File: src/rtl/spi_xfer_sched.sv
// SPI transfer scheduler: arbitrates two requesters onto one SPI mode-0 master port.
// Define SPI_XFER_SCHED_RR_EN for round-robin arbitration; default is fixed priority to requester 0.
module spi_xfer_sched #(
   parameter int unsigned CLK_DIV = 4
) (
   input  logic       clk,
   input  logic       rst,
   input  logic [1:0] req,
   input  logic [7:0] tx_data0,
   input  logic [7:0] tx_data1,
   output logic [1:0] gnt,
   output logic [1:0] done,
   output logic [7:0] rx_data,
   output logic       busy,
   output logic       sclk,
   output logic       cs_n,
   output logic       mosi,
   input  logic       miso
);

   localparam logic [7:0] DIV_LAST = 8'(CLK_DIV - 1);

   typedef enum logic [1:0] {
      IDLE  = 2'd0,
      SETUP = 2'd1,
      SHIFT = 2'd2,
      HOLD  = 2'd3
   } state_t;

   state_t     state_q, state_d;
   logic [7:0] cnt_q, cnt_d;
   logic [2:0] bit_q, bit_d;
   logic [1:0] gnt_q, gnt_d;
   logic [1:0] done_q, done_d;
   logic [7:0] rx_data_q, rx_data_d;
   logic       sclk_q, sclk_d;
   logic       cs_n_q, cs_n_d;
   logic       mosi_q, mosi_d;
   logic       owner_q, owner_d;
   logic [7:0] tx_sh_q, tx_sh_d;
   logic [7:0] rx_sh_q, rx_sh_d;
   logic       win;
   logic       cnt_end;
   logic [7:0] tx_sel;

`ifdef SPI_XFER_SCHED_RR_EN
   logic ptr_q, ptr_d;

   // Contention goes to the pointer's requester; a lone request always wins.
   always_comb begin
      if (req == 2'b11) begin
         win = ptr_q;
      end else begin
         win = ~req[0];
      end
   end

   always_comb begin
      ptr_d = ptr_q;
      if (gnt_d != 2'b00) begin
         ptr_d = ~win;
      end
   end

   always_ff @(posedge clk or negedge rst) begin
      if (!rst) begin
         ptr_q <= 1'b0;
      end else begin
         ptr_q <= ptr_d;
      end
   end
`else
   assign win = ~req[0];
`endif

   assign cnt_end = (cnt_q == DIV_LAST);
   assign tx_sel  = win ? tx_data1 : tx_data0;

   always_comb begin
      state_d   = state_q;
      cnt_d     = cnt_q;
      bit_d     = bit_q;
      gnt_d     = 2'b00;
      done_d    = 2'b00;
      rx_data_d = rx_data_q;
      sclk_d    = sclk_q;
      cs_n_d    = cs_n_q;
      mosi_d    = mosi_q;
      owner_d   = owner_q;
      tx_sh_d   = tx_sh_q;
      rx_sh_d   = rx_sh_q;
      case (state_q)
         IDLE: begin
            // The done cycle is never a grant cycle, so the owner's still-high
            // req is only seen as a fresh request one cycle later.
            if ((req != 2'b00) && (done_q == 2'b00)) begin
               gnt_d   = win ? 2'b10 : 2'b01;
               owner_d = win;
               tx_sh_d = tx_sel;
               mosi_d  = tx_sel[7];
               cs_n_d  = 1'b0;
               cnt_d   = 8'd0;
               bit_d   = 3'd0;
               state_d = SETUP;
            end
         end
         SETUP: begin
            if (cnt_end) begin
               cnt_d   = 8'd0;
               state_d = SHIFT;
            end else begin
               cnt_d = cnt_q + 8'd1;
            end
         end
         SHIFT: begin
            if (cnt_end) begin
               cnt_d = 8'd0;
               if (!sclk_q) begin
                  sclk_d  = 1'b1;
                  rx_sh_d = {rx_sh_q[6:0], miso};
               end else begin
                  sclk_d  = 1'b0;
                  tx_sh_d = {tx_sh_q[6:0], 1'b0};
                  mosi_d  = tx_sh_q[6];
                  bit_d   = bit_q + 3'd1;
                  if (bit_q == 3'd7) begin
                     state_d = HOLD;
                  end
               end
            end else begin
               cnt_d = cnt_q + 8'd1;
            end
         end
         HOLD: begin
            if (cnt_end) begin
               cnt_d     = 8'd0;
               cs_n_d    = 1'b1;
               mosi_d    = 1'b0;
               done_d    = owner_q ? 2'b10 : 2'b01;
               rx_data_d = rx_sh_q;
               state_d   = IDLE;
            end else begin
               cnt_d = cnt_q + 8'd1;
            end
         end
         default: begin
            state_d = IDLE;
         end
      endcase
   end

   always_ff @(posedge clk or negedge rst) begin
      if (!rst) begin
         state_q   <= IDLE;
         cnt_q     <= 8'd0;
         bit_q     <= 3'd0;
         gnt_q     <= 2'b00;
         done_q    <= 2'b00;
         rx_data_q <= 8'd0;
         sclk_q    <= 1'b0;
         cs_n_q    <= 1'b1;
         mosi_q    <= 1'b0;
         owner_q   <= 1'b0;
      end else begin
         state_q   <= state_d;
         cnt_q     <= cnt_d;
         bit_q     <= bit_d;
         gnt_q     <= gnt_d;
         done_q    <= done_d;
         rx_data_q <= rx_data_d;
         sclk_q    <= sclk_d;
         cs_n_q    <= cs_n_d;
         mosi_q    <= mosi_d;
         owner_q   <= owner_d;
      end
   end

   // Shift registers are pure datapath; they are always reloaded before use.
   always_ff @(posedge clk) begin
      tx_sh_q <= tx_sh_d;
      rx_sh_q <= rx_sh_d;
   end

   assign gnt     = gnt_q;
   assign done    = done_q;
   assign rx_data = rx_data_q;
   assign busy    = (state_q != IDLE) || (done_q != 2'b00);
   assign sclk    = sclk_q;
   assign cs_n    = cs_n_q;
   assign mosi    = mosi_q;

endmodule

File: config.mk
export PLATFORM = sky130hd
export DESIGN_NAME = spi_xfer_sched
export DESIGN_NICKNAME = d
export VERILOG_FILES = /design/src/rtl/spi_xfer_sched.sv
export SDC_FILE = /design/constraint.sdc
export NUM_CORES = 1
export LEC_CHECK = 0
export CAP_MARGIN = 20
export CORE_MARGIN = 3
export CORE_UTILIZATION = 40
export DETAILED_ROUTE_END_ITERATION = 6
export PLACE_DENSITY = 0.62
export SYNTH_ARGS = -nofsm -noshare
export SYNTH_HDL_FRONTEND = slang
export SYNTH_SLANG_ARGS = --single-unit
File: constraint.sdc
create_clock -name clk -period 2.6 [get_ports clk]
set_input_delay 0.52 -clock clk [delete_from_list [all_inputs] [get_ports clk]]
set_output_delay 0.52 -clock clk [all_outputs]
set_load 0.02 [all_outputs]
==> metrics <==
status=finished clean; Tightest Pin Transition=0.436 ns; initial antenna violation count=0; post-synthesis register bit count=44; post-synth top area cell=dfrtp_1; max cap viols=0; vias per inst=5.15; largest net degree at the start of global routing=30; sw frac=36.7%; Ys Warns=0; grt met1 use=17.4%; synthesized area per cell=12.0 um^2; met3 GRT Util=3.25%; Post-synth EDFFs=15; net count reported at finish=245; Comb pwr share=44.5%; post-synth top area share=33.9%; Worst Setup Start Kind=flip-flop; Worst VDD drop=0.496 mV; Post-CTS Hold Buffers=0; syn nets=201; Worst setup EP type=output pin; normalized max-slew margin=70.9%; Residual DRC=0; met2 GRT Util=25.8%; hold violation count in the final report=0; multiplexer share of the synthesized area=10.3%; Final Total Pwr=0.00271 W; grt peak-use layer=met2; DP HPWL=3.07 mm; ys flop type=dfrtp_1; global route total overflow=0; Syn-to-layout area delta=26.9%; crit path DAT=1.93 ns; xor/xnor cell area share of the yosys netlist=1.27%; commonest cells in the synthesized netlist=28 x dfrtp_1, 20 x nand2_1, 15 x edfxtp_1; Root Buffer=clkbuf_8; CP Data Required Time=2.08 ns; final setup fails=0; Leak=1.09 nW; share of cells above drive strength 1=16.6%; Worst path slowest cell=clkdlybuf4s50_1; post-synthesis cell area=2070 um^2; Final WS setup=0.154 ns; top cells by area, synth=dfrtp_1 34%, edfxtp_1 22%, mux2_2 6.0%; worst stage delay on the critical path=0.54 ns; Clock Tree Buf Depth=2; Clock Latency Late Sink=0.29 ns; Clk network pwr share=15.3%; library cells used by synthesis=38; clock sinks=44; Max FO, Critical Path=4; dpl cells=276; Antenna Nets Post-Route=0; first-pass GRT wire length=7.06 mm; num rows=25; port bufs=36; DRT iter0 DRCs=105; crit path cell chain=inv_1 > ha_1 > inv_1 > nor3_1 > inv_1 > clkdlybuf4s50_1; Worst path most repeated cell=inv_1; Hold Crit Class=reg2reg; Via Count=1464; Reg clk slew, reported paths=0.08 ns; Mapped Cells=172; setup tns final=0 ns; Final Cycle Share=94.1%; Seq pwr share=40.2%; post-synthesis adder-cell area fraction=4.84%; drt pass-1 iters=4; post-cts resize count=0; die area=6070 um^2; post-place setup slack=0.375 ns; drt wl/cell=14.2 um; placed cell areas=2540 um^2; count leader, synth=dfrtp_1; final instance area=2630 um^2; Die H=77.9 um; Fillers=414; vias in the first global route=1526; crit path kind=reg2out; final clock skew=0.00639 ns; final wirelength=4.02 mm; sequential share of the synthesized area=56.9%; Post-Synth Simple-Gate Area=12.8%; fin cells=284; gpl congestion=0.818; GR Util All Layers=14.5%; Final Critical Period=2.45 ns; Max Freq=409 MHz; Starting Density=42.7%; TritonCTS Buffers=5; Reg2Reg Setup Slack=0.48 ns; diodes inserted=0; die width=77.9 um; largest family of logic cells by synthesized area=simple AND/OR/NAND/NOR gates; Net Sw Power=0.000994 W; Int Power=0.00172 W; CTS tree=yes; H-Tree Depth=2; Post CTS Setup Buffer Count=0; Core ar.=4850 um^2; PwrDens=1030 nW/um^2; RSZ-0062 raised after global routing=no; Final Max Slew Viols=0; ys async rst share=65.9%; Synth Area in Compound Gates=11.5%; Ports=37
==> final cells by class <==
cell class                      count  area, um^2  area share [%]
Sequential cell                    44        1180            44.9
Multi-Input combinational cell    117         843            32.1
Timing Repair Buffer               44         420            16.0
Tap cell                           67        83.8            3.19
Clock buffer                        6        72.6            2.76
Inverter                            4        15.0           0.572
Clock inverter                      2        12.5           0.477
==> worst max-delay path: cells and delay by family, from the launching register on <==
kind / cells / cell delay, ns
flops: 1 / 0.43
buf+inv: 4 / 0.82
fa+ha+maj: 1 / 0.18
simple gates: 1 / 0.22
==> through the flow <==
| stage | hold WS, ns | utilization, % |
|---|---|---|
| floorplan | 0.224 | - |
| global placement | 0.427 | 52.4 |
| detailed placement | 0.436 | 52.4 |
| CTS | 0.449 | 54.1 |
| global route | 0.468 | 54.1 |
| finish | 0.444 | 54.1 |
==> cell usage in the layout, fill, tap and decap left out, drive strengths merged, types with 6 or more instances in the layout <==
cell type | synthesis | final
dfrtp | 28 | 28
mux2 | 11 | 11
nand2 | 21 | 21
nor2 | 11 | 11
a22o | 6 | 6
mux2i | 9 | 9
ha | 8 | 8
clkbuf | 3 | 6
o21ai | 15 | 15
buf | 4 | 8
edfxtp | 15 | 15
clkdlybuf4s50 | 0 | 36
==> power by group through the flow <==
stage / clock network (W) / registers, W / logic [W]
2_1_floorplan: 0 / 0.00118 / 0.000672
3_3_place_gp: 0 / 0.00110 / 0.00118
3_5_place_dp: 0 / 0.00110 / 0.00122
4_1_cts: 0.000426 / 0.00109 / 0.00122
5_1_grt: 0.000457 / 0.00112 / 0.00133
6_report: 0.000415 / 0.00109 / 0.00121
==> state kept, by name, indices dropped and copies added, names as in the netlist, 2 cells and up <==
| register | flops |
|---|---|
| tx_sh_q | 7 |
| bit_q | 3 |
| gnt | 2 |
| state_q | 2 |
| done | 2 |
| rx_data | 8 |
| rx_sh_q | 8 |
| cnt_q | 8 |
==> metal layers <==
metal / vias up / part of all wire (%)
met5: - / 0
met4: 0 / 1.1
met3: 5 / 4.0
met2: 31 / 52
met1: 721 / 43
li1: 707 / -
==> final timing paths <==
path                                        endpoint                   start  cells past startpoint
max in group asynchronous           cs_n$_DFFE_PN1P_                     rst                      2
min in group asynchronous       cnt_q[7]$_DFFE_PN0P_                     rst                      2
worst max-delay path                            busy  state_q[0]$_DFFE_PN0P_                      6
worst max register to register  tx_sh_q[2]$_DFFE_PP_    cnt_q[0]$_DFFE_PN0P_                      6
worst min-delay path               done[0]$_DFF_PN0_     owner_q$_DFFE_PN0P_                      1
worst min register to register     done[0]$_DFF_PN0_     owner_q$_DFFE_PN0P_                      1
==> cell families after synthesis <==
logic type / count (synthesis)
compound gates: 35
xor+xnor: 3
fa+ha+maj: 8
buf+inv: 11
flops: 44
mux: 20
simple gates: 51
(Power assumes the default switching activity.)
